`config.mk`:
```
export PLATFORM = sky130hd
export DESIGN_NAME = spc_nbit
export DESIGN_NICKNAME = d
export VERILOG_FILES = /design/src/rtl/spc_nbit.sv
export SDC_FILE = /design/constraint.sdc
export NUM_CORES = 1
export LEC_CHECK = 0
export ABC_CLOCK_PERIOD_IN_PS = 2920
export CORE_MARGIN = 1
export CORE_UTILIZATION = 51
export CTS_CLUSTER_DIAMETER = 200
export DETAILED_ROUTE_END_ITERATION = 10
export PLACE_DENSITY = 0.8
export SKIP_LAST_GASP = 1
export SLEW_MARGIN = 30
export SYNTH_ARGS = -nofsm -noshare
export SYNTH_HDL_FRONTEND = slang
export SYNTH_SLANG_ARGS = --single-unit
```
`constraint.sdc`:
```
create_clock -name clk -period 2.92 [get_ports clk]
set_input_delay 0.438 -clock clk [delete_from_list [all_inputs] [get_ports clk]]
set_output_delay 0.438 -clock clk [all_outputs]
set_load 0.03 [all_outputs]
```
`src/rtl/spc_nbit.sv`:
```
// spc_nbit: serial-to-parallel converter with a selectable symbol width and an output FIFO.
//
// Bits arrive on din in cycles where en=1. They are gathered into symbols of 1, 2, 4 or 6 bits,
// chosen by mode. Each finished symbol goes into a DEPTH-entry FIFO. The FIFO head is offered
// on dout/dout_valid with a valid/ready handshake.
//
// Parameters
//   MAX_W  width of dout (6 or more); the symbol is right-aligned and the upper bits are 0
//   DEPTH  number of FIFO entries (a power of 2, 2 or more)
//
// Ports
//   clk         sole clock, rising edge
//   reset       synchronous active-high reset
//   en          din is valid this cycle
//   din         serial data bit
//   mode        bits per symbol: 00=1, 01=2, 10=4, 11=6 (latched at the first bit of a symbol)
//   dout        FIFO head symbol (0 while dout_valid=0)
//   dout_valid  FIFO head holds a symbol
//   dout_ready  consumer accepts the head symbol when dout_valid=1
//   ovf         sticky: a completed symbol was dropped because the FIFO was full
//
// Build option
//   SPC_NBIT_LSB_FIRST_EN  when defined, the first bit of a symbol lands in bit 0 instead of
//                          bit N-1. Timing is the same in both builds.
module spc_nbit #(
  parameter int unsigned MAX_W = 6,
  parameter int unsigned DEPTH = 4
) (
  input  logic             clk,
  input  logic             reset,
  input  logic             en,
  input  logic             din,
  input  logic [1:0]       mode,
  output logic [MAX_W-1:0] dout,
  output logic             dout_valid,
  input  logic             dout_ready,
  output logic             ovf
);

  localparam int unsigned PtrW = (DEPTH > 1) ? $clog2(DEPTH) : 1;
  localparam int unsigned CntW = $clog2(DEPTH + 1);

  function automatic logic [2:0] mode_width(input logic [1:0] m);
    logic [2:0] w;
    w = 3'd1;
    case (m)
      2'b00: w = 3'd1;
      2'b01: w = 3'd2;
      2'b10: w = 3'd4;
      2'b11: w = 3'd6;
    endcase
    return w;
  endfunction

  // Symbol assembly state
  logic [5:0] asm_q, asm_d;
  logic [2:0] cnt_q, cnt_d;
  logic [2:0] wid_q, wid_d;
  logic [2:0] wid_cur;
  logic [5:0] asm_base;
  logic       push;

  // FIFO state
  logic [5:0]    mem_q [DEPTH];
  logic [PtrW-1:0] wptr_q, rptr_q;
  logic [CntW-1:0] fcnt_q, fcnt_d;
  logic          ovf_q;
  logic          full, pop, do_push;

  always_comb begin
    asm_d    = asm_q;
    cnt_d    = cnt_q;
    wid_d    = wid_q;
    push     = 1'b0;
    // mode is only sampled at the first bit of a symbol
    wid_cur  = (cnt_q == 3'd0) ? mode_width(mode) : wid_q;
    asm_base = (cnt_q == 3'd0) ? 6'd0 : asm_q;
    if (en) begin
      wid_d = wid_cur;
`ifdef SPC_NBIT_LSB_FIRST_EN
      asm_d = asm_base | ({5'd0, din} << cnt_q);
`else
      asm_d = {asm_base[4:0], din};
`endif
      if (cnt_q + 3'd1 == wid_cur) begin
        push  = 1'b1;
        cnt_d = 3'd0;
      end else begin
        cnt_d = cnt_q + 3'd1;
      end
    end
  end

  assign full       = (fcnt_q == CntW'(DEPTH));
  assign dout_valid = (fcnt_q != '0);
  assign pop        = dout_valid & dout_ready;
  // When the FIFO is full, a push still fits if a pop happens in the same cycle
  assign do_push    = push & (~full | pop);

  always_comb begin
    fcnt_d = fcnt_q;
    case ({do_push, pop})
      2'b10:   fcnt_d = fcnt_q + CntW'(1);
      2'b01:   fcnt_d = fcnt_q - CntW'(1);
      default: fcnt_d = fcnt_q;
    endcase
  end

  always_ff @(posedge clk) begin
    if (reset) begin
      asm_q  <= '0;
      cnt_q  <= '0;
      wid_q  <= '0;
      wptr_q <= '0;
      rptr_q <= '0;
      fcnt_q <= '0;
      ovf_q  <= 1'b0;
    end else begin
      asm_q  <= asm_d;
      cnt_q  <= cnt_d;
      wid_q  <= wid_d;
      fcnt_q <= fcnt_d;
      if (do_push) wptr_q <= wptr_q + PtrW'(1);
      if (pop)     rptr_q <= rptr_q + PtrW'(1);
      if (push && full && !pop) ovf_q <= 1'b1;
    end
  end

  // Storage needs no reset: an entry is only visible after it has been written
  always_ff @(posedge clk) begin
    if (do_push) mem_q[wptr_q] <= asm_d;
  end

  assign dout = dout_valid ? MAX_W'(mem_q[rptr_q]) : '0;
  assign ovf  = ovf_q;

endmodule

```
==> flow_results.xml <==
<?xml version="1.0" encoding="UTF-8"?>
<metrics>
  <group name="drt">
    <metric name="detailroute.via_count" unit="">1213</metric>
    <metric name="wl" unit="um">3330</metric>
    <metric name="ant_nets" unit="">0</metric>
    <metric name="detail_route.iter0.violations" unit="">30</metric>
    <metric name="firstDrtPassIters" unit="">4</metric>
    <metric name="drcViolationCount" unit="">0</metric>
    <metric name="routed_via_count_divided_by_cell_count" unit="">5.32</metric>
    <metric name="detail_route.wl_per_cell" unit="um">14.6</metric>
  </group>
  <group name="setup_path">
    <metric name="crit_path_max_incr_delay" unit="ns">0.38</metric>
    <metric name="cp.required" unit="ns">3.13</metric>
    <metric name="cp-end-kind" unit="">register</metric>
    <metric name="worst-setup-path-type" unit="">register to register</metric>
    <metric name="critPathMostFrequentCell" unit="">sky130_fd_sc_hd__ha_1</metric>
    <metric name="critical_path.reg2reg.startpoint" unit="">cnt_q[0]$_SDFFE_PP0P_</metric>
    <metric name="path_buf_inv" unit="">2</metric>
    <metric name="cp_top_family" unit="">adder cells</metric>
    <metric name="cp_cell_sequence" unit="">inv_2, ha_1, nor2b_4, mux2i_2, xnor2_2, nand4bb_4, ha_1, inv_1, fa_1, xor2_1, or3_1, a21oi_1</metric>
    <metric name="critPathLaunch" unit="">cnt_q[0]$_SDFFE_PP0P_</metric>
    <metric name="worst-endpoint-arrival" unit="ns">2.95</metric>
    <metric name="cp_slowest_cell" unit="">sky130_fd_sc_hd__fa_1</metric>
    <metric name="critical_path_peak_fanout" unit="">4</metric>
    <metric name="critPathLaunchType" unit="">register</metric>
  </group>
  <group name="sta">
    <metric name="timing.fmax" unit="MHz">365</metric>
    <metric name="maxSlewViolCount" unit="">0</metric>
    <metric name="fin_crit_sh" unit="">0.938</metric>
    <metric name="slew_at_the_pin_with_the_worst_max_slew_slack" unit="ns">0.565</metric>
    <metric name="timing_hold_violations_final" unit="">0</metric>
    <metric name="grt_setup_unrepaired" unit="">false</metric>
    <metric name="finalWorstPathRequiredPeriod" unit="ns">2.74</metric>
    <metric name="relSlewSlack" unit="">0.622</metric>
    <metric name="fin_skew" unit="ns">0.00819</metric>
    <metric name="setup_slack" unit="ns">0.181</metric>
    <metric name="finalSetupViolCount" unit="">0</metric>
  </group>
  <group name="synthesis">
    <metric name="ys_ff_latch" unit="">46</metric>
    <metric name="synth-warning-count" unit="">0</metric>
    <metric name="synth_sequential_area_ratio" unit="">0.575</metric>
    <metric name="post_synth.cell_area_avg" unit="um2">12.9</metric>
    <metric name="number_of_distinct_library_cells_after_synthesis" unit="">30</metric>
    <metric name="synth_fp_nets" unit="">172</metric>
    <metric name="post_synthesis_instance_total" unit="">157</metric>
    <metric name="syn_area" unit="um2">2020</metric>
  </group>
  <group name="floorplan">
    <metric name="ioPinCount" unit="">15</metric>
    <metric name="floorplan.die_area" unit="um2">4220</metric>
    <metric name="dieWidth" unit="um">64.9</metric>
    <metric name="fp.coreArea" unit="um2">3720</metric>
    <metric name="die_y" unit="um">64.9</metric>
    <metric name="floorplan.initialDensity" unit="">0.543</metric>
    <metric name="std_cell_rows" unit="">22</metric>
  </group>
  <group name="final_layout">
    <metric name="fillCellCount" unit="">288</metric>
    <metric name="drive_gt1_frac" unit="">0.172</metric>
    <metric name="layout.core_utilization" unit="">0.631</metric>
    <metric name="fin_nets" unit="">194</metric>
    <metric name="area_growth" unit="%">16.1</metric>
    <metric name="diodes" unit="">0</metric>
    <metric name="highest_count_cells_in_the_layout_ignoring_fill_and_taps" unit="">sky130_fd_sc_hd__edfxtp_1 (24), sky130_fd_sc_hd__dfxtp_1 (21), sky130_fd_sc_hd__nor2_1 (14), sky130_fd_sc_hd__clkdlybuf4s50_1 (14), sky130_fd_sc_hd__and2_1 (13)</metric>
    <metric name="layout.cells.most_common" unit="">sky130_fd_sc_hd__edfxtp_1</metric>
  </group>
  <group name="global_route">
    <metric name="global_route.usage.total" unit="">0.194</metric>
    <metric name="first_global_vias" unit="">1302</metric>
    <metric name="grt_first_pass_wirelength" unit="um">5870</metric>
    <metric name="globalRouteOverflowTotal" unit="">0</metric>
    <metric name="grt_start_max_net_pins" unit="">17</metric>
    <metric name="grt_antenna_before_repair" unit="">0</metric>
  </group>
  <group name="cts">
    <metric name="worst_skew_pair.late_latency" unit="ns">0.29</metric>
    <metric name="ctsHtreeMaxLevel" unit="">2</metric>
    <metric name="cts_max_path_buffers" unit="">2</metric>
    <metric name="tritoncts" unit="">yes</metric>
    <metric name="cts-root-buf" unit="">sky130_fd_sc_hd__clkbuf_8</metric>
    <metric name="clkSinkCount" unit="">46</metric>
    <metric name="path_clk_slew" unit="ns">0.08</metric>
    <metric name="hold_buffers" unit="">0</metric>
    <metric name="cts_made_buffers" unit="">5</metric>
  </group>
  <group name="placed_design">
    <metric name="numPortBuffers" unit="">14</metric>
    <metric name="preCtsSetupSlack" unit="ns">-0.0452</metric>
    <metric name="weighted_congestion_reported_at_the_end_of_routability_driven_placement" unit="">0.842</metric>
    <metric name="post-dp-hpwl" unit="um">2480</metric>
  </group>
  <group name="job">
    <metric name="cap_viol_max_count" unit="">0</metric>
  </group>
  <group name="pwr">
    <metric name="power-per-cell-area" unit="nW/um2">655</metric>
    <metric name="static-leakage-power" unit="nW">0.863</metric>
    <metric name="peakVddDrop" unit="uV">345</metric>
  </group>
  <group name="min_path">
    <metric name="worst_hold_startpoint" unit="">ovf$_SDFFE_PP0P_</metric>
    <metric name="timing.hold.worst.class" unit="">register to register</metric>
  </group>
  <group name="outcome">
    <metric name="result_of_the_run" unit="">completed</metric>
  </group>
</metrics>
[final timing paths]
| kind | to | slack [ns] | cells past startpoint |
|---|---|---|---|
| worst min-delay path | ovf$_SDFFE_PP0P_ | 0.49 | 1 |
| worst max-delay path | fcnt_q[2]$_SDFFE_PP0P_ | 0.18 | 12 |
| worst min register to register | ovf$_SDFFE_PP0P_ | 0.49 | 1 |
| worst max register to register | fcnt_q[2]$_SDFFE_PP0P_ | 0.18 | 12 |
[cells in the mapped netlist]
cell type / count / area [um2]
sky130_fd_sc_hd__a221oi_2: 1 / 15.0
sky130_fd_sc_hd__and3_1: 4 / 25.0
sky130_fd_sc_hd__o2bb2ai_1: 5 / 43.8
sky130_fd_sc_hd__nor2b_1: 2 / 12.5
sky130_fd_sc_hd__a211oi_1: 1 / 7.51
sky130_fd_sc_hd__a21oi_1: 3 / 15.0
sky130_fd_sc_hd__inv_1: 9 / 33.8
sky130_fd_sc_hd__or3_1: 2 / 12.5
sky130_fd_sc_hd__nor2_1: 14 / 52.6
sky130_fd_sc_hd__or4b_2: 1 / 10.0
sky130_fd_sc_hd__nand2b_1: 1 / 6.26
sky130_fd_sc_hd__a22o_1: 1 / 8.76
sky130_fd_sc_hd__dfxtp_1: 22 / 440
sky130_fd_sc_hd__xnor2_1: 4 / 35.0
sky130_fd_sc_hd__ha_1: 7 / 87.6
sky130_fd_sc_hd__mux2i_1: 6 / 60.1
sky130_fd_sc_hd__nor3b_2: 1 / 12.5
sky130_fd_sc_hd__nor3_1: 3 / 15.0
sky130_fd_sc_hd__mux2_4: 1 / 15.0
sky130_fd_sc_hd__nand2_1: 12 / 45.0
sky130_fd_sc_hd__mux4_2: 6 / 135
sky130_fd_sc_hd__o21ai_0: 1 / 5.00
sky130_fd_sc_hd__fa_1: 1 / 20.0
sky130_fd_sc_hd__edfxtp_1: 24 / 721
sky130_fd_sc_hd__nand4bb_4: 1 / 27.5
sky130_fd_sc_hd__buf_6: 1 / 11.3
sky130_fd_sc_hd__mux2_2: 1 / 11.3
sky130_fd_sc_hd__clkbuf_1: 5 / 18.8
sky130_fd_sc_hd__xor2_1: 4 / 35.0
sky130_fd_sc_hd__and2_1: 13 / 81.3
[area by class of cell]
class / instances / area [um2] / area share
Clock inverter: 2 / 10.0 / 0.00427
Multi-Input combinational cell: 96 / 813 / 0.347
Clock buffer: 6 / 72.6 / 0.0309
Tap cell: 48 / 60.1 / 0.0256
Timing Repair Buffer: 21 / 193 / 0.0822
Inverter: 9 / 33.8 / 0.0144
Sequential cell: 46 / 1160 / 0.496
[worst register-to-register path, stage by stage (launching register included)]
cell and delay (ns):
sky130_fd_sc_hd__dfxtp_2 0.34, sky130_fd_sc_hd__inv_2 0.08, sky130_fd_sc_hd__ha_1 0.17, sky130_fd_sc_hd__nor2b_4 0.22, sky130_fd_sc_hd__mux2i_2 0.29, sky130_fd_sc_hd__xnor2_2 0.16, sky130_fd_sc_hd__nand4bb_4 0.17, sky130_fd_sc_hd__ha_1 0.17
sky130_fd_sc_hd__inv_1 0.06, sky130_fd_sc_hd__fa_1 0.38, sky130_fd_sc_hd__xor2_1 0.16, sky130_fd_sc_hd__or3_1 0.31, sky130_fd_sc_hd__a21oi_1 0.16
[registers in the layout, indices dropped and copies added (netlist names), named ones only]
signal and count:
rptr_q 2, wptr_q 2, asm_q 6, cnt_q 3
mem_q 24, ovf 1, wid_q 3, fcnt_q 3
[power breakdown]
group	internal [mW]	switching, mW	total [mW]	leakage (nW)
Clock	0.166	0.197	0.363	0.0450
Combinational	0.207	0.218	0.424	0.422
Sequential	0.712	0.0364	0.749	0.396
[logic make-up (layout without fill, tap and decap cells)]
logic type | Yosys count | in the layout | synth area share
adder cells (fa/ha/maj) | 8 | 8 | 0.0533
AO/OA/AOI/OAI | 12 | 12 | 0.0471
flip-flops | 46 | 46 | 0.575
buffers and inverters | 15 | 38 | 0.0316
XOR/XNOR | 8 | 8 | 0.0347
multiplexers | 14 | 14 | 0.110
AND/OR/NAND/NOR | 54 | 54 | 0.149
[metrics by stage]
stage,instances,cell area (um2),hold WS [ns],total power [mW],TNS (ns)
detailed placement,219,2230,0.470,1.18,-0.0452
global placement,219,2230,0.472,1.16,0
floorplan,157,2020,0.456,1.05,0
global route,228,2340,0.520,1.62,0
CTS,227,2320,0.496,1.54,0
finish,228,2340,0.494,1.54,0
[routing by layer]
metal / share of wire / wire (um) / vias up / track usage
li1: - / - / 593 / -
met1: 0.42 / 1400 / 584 / 0.213
met2: 0.53 / 1750 / 28 / 0.329
met3: 0.032 / 107 / 8 / 0.0528
met4: 0.022 / 72 / 0 / 0.122
met5: 0 / 0 / - / 0
[what timing repair did]
item,CTS,global route
gates resized for setup,1,5
buffers inserted,0,1
pin swaps,0,2
endpoints found under the setup margin,1,1
cloned,0,0
No activity file was read; power rests on OpenSTA's default activity.
==> variant (same flow settings) <==
Add a define of `SPC_NBIT_LSB_FIRST_EN`.
--- a/src/rtl/spc_nbit.sv
+++ b/src/rtl/spc_nbit.sv
@@ -24,2 +24,4 @@
 //                          bit N-1. Timing is the same in both builds.
+`define SPC_NBIT_LSB_FIRST_EN
+
 module spc_nbit #(
Check against the original RTL: not equivalent (Yosys sat finds a counterexample within 4 cycles, from zero or initial values and one cycle with reset high).
==> variant against the original RTL <==
- first-iteration DRC count shrank 47%
- worst setup slack got worse by 0.070 ns
- total power increased by 15%
- routed wire length up 3.8%
- count of clock-buffer cells in the layout unchanged
- design area grew 4.7%
- sequential cell count stayed put
- area after synthesis grew 1.8%
- critical path type unchanged
- largest power group unchanged
==> variant: results <==
export IMPL_multi_input_area_um2=868
export IMPL_yosysSeqAreaShare=0.565
export IMPL_path_max_fanout=3
export IMPL_finalNetCount=198
export IMPL_skew_ns=0.00467
export IMPL_cp_arrival_ns=3.04
export IMPL_via_per_inst=5.31
export IMPL_ys_top_cells_by_area="edfxtp_1 35%, dfxtp_1 21%, mux4_2 6.6%"
export IMPL_peakVddDrop_uv=403
export IMPL_wirelength_mm=3.46
export IMPL_grt_pass1_wl_mm=5.78
export IMPL_drt_initial_drc_count=16
export IMPL_hpwl_mm=2.56
export IMPL_root_buffer="clkbuf_8"
export IMPL_grt_max_degree=15
export IMPL_synth_common_cells="24 x edfxtp_1, 22 x dfxtp_1, 16 x nor2_1, 11 x and2_1"
export IMPL_status="complete, no violations"
export IMPL_finalWeightedCongestion=0.805
export IMPL_syn_num_nets=177
export IMPL_drive_gt1_frac=0.207
export IMPL_placed_area_um2=2260
export IMPL_nFillCells=266
export IMPL_grt_usage=0.183
export IMPL_synth_cell_types=35
export IMPL_grt_pass1_vias=1301
export IMPL_tightestPinTransition_ns=0.582
==> variant: stage by stage <==
| step | std cells | setup TNS, ns | setup WS, ns |
|---|---|---|---|
| CTS | 230 | 0 | 0.0342 |
| global route | 232 | -0.0233 | -0.0233 |
| finish | 232 | 0 | 0.110 |
| floorplan | 162 | 0 | 0.117 |
| detailed placement | 222 | -0.0480 | -0.0480 |
| global placement | 222 | 0 | 0.0378 |
==> variant: layer usage <==
layer | up-vias | share of wire | GRT usage
met4 | 0 | 0.015 | 0.0842
met1 | 589 | 0.40 | 0.203
met3 | 7 | 0.031 | 0.0382
met5 | - | 0 | 0
met2 | 28 | 0.56 | 0.334
li1 | 609 | - | -
==> variant: cell families after synthesis <==
family / after synthesis / share of synthesized area
flops: 46 / 0.565
simple gates: 57 / 0.165
mux: 13 / 0.104
compound gates: 15 / 0.0481
buf+inv: 15 / 0.0316
fa+ha+maj: 8 / 0.0523
xor+xnor: 8 / 0.0341
==> variant: what timing repair did <==
item,in CTS,in global routing
gates resized for setup,0,9
endpoints found under the setup margin,0,1
setup buffers,0,2
==> variant: worst max-delay path, stage by stage, from the launching register on <==
cell	delay, ns
dfxtp_2	0.33
inv_1	0.08
ha_2	0.19
nor2b_4	0.22
mux2i_2	0.29
xnor2_2	0.17
nand4bb_4	0.18
ha_2	0.19
inv_1	0.06
fa_1	0.38
xor2_1	0.16
or3_1	0.34
a21oi_2	0.14
==> variant: final cells by class <==
cell class | instances | area share
clock buffer | 6 | 0.0336
clock inverter | 2 | 0.0245
sequential | 46 | 0.473
timing repair buffer | 21 | 0.0785
tap | 48 | 0.0245
multi-input combinational | 101 | 0.354
inverter | 8 | 0.0122
==> variant: path summary, 6_finish.rpt <==
| check | from | end | slack (ns) | cells after the start |
|---|---|---|---|---|
| min reg2reg | ovf$_SDFFE_PP0P_ | ovf$_SDFFE_PP0P_ | 0.50 | 1 |
| max reg2reg | cnt_q[1]$_SDFFE_PP0P_ | fcnt_q[2]$_SDFFE_PP0P_ | 0.11 | 12 |
| max | cnt_q[1]$_SDFFE_PP0P_ | fcnt_q[2]$_SDFFE_PP0P_ | 0.11 | 12 |
| min | ovf$_SDFFE_PP0P_ | ovf$_SDFFE_PP0P_ | 0.50 | 1 |
==> variant: power by group <==
| part | switching [uW] | internal [uW] |
|---|---|---|
| Combinational | 230 | 216 |
| Sequential | 37.5 | 716 |
| Clock | 203 | 365 |
| Total | 470 | 1300 |
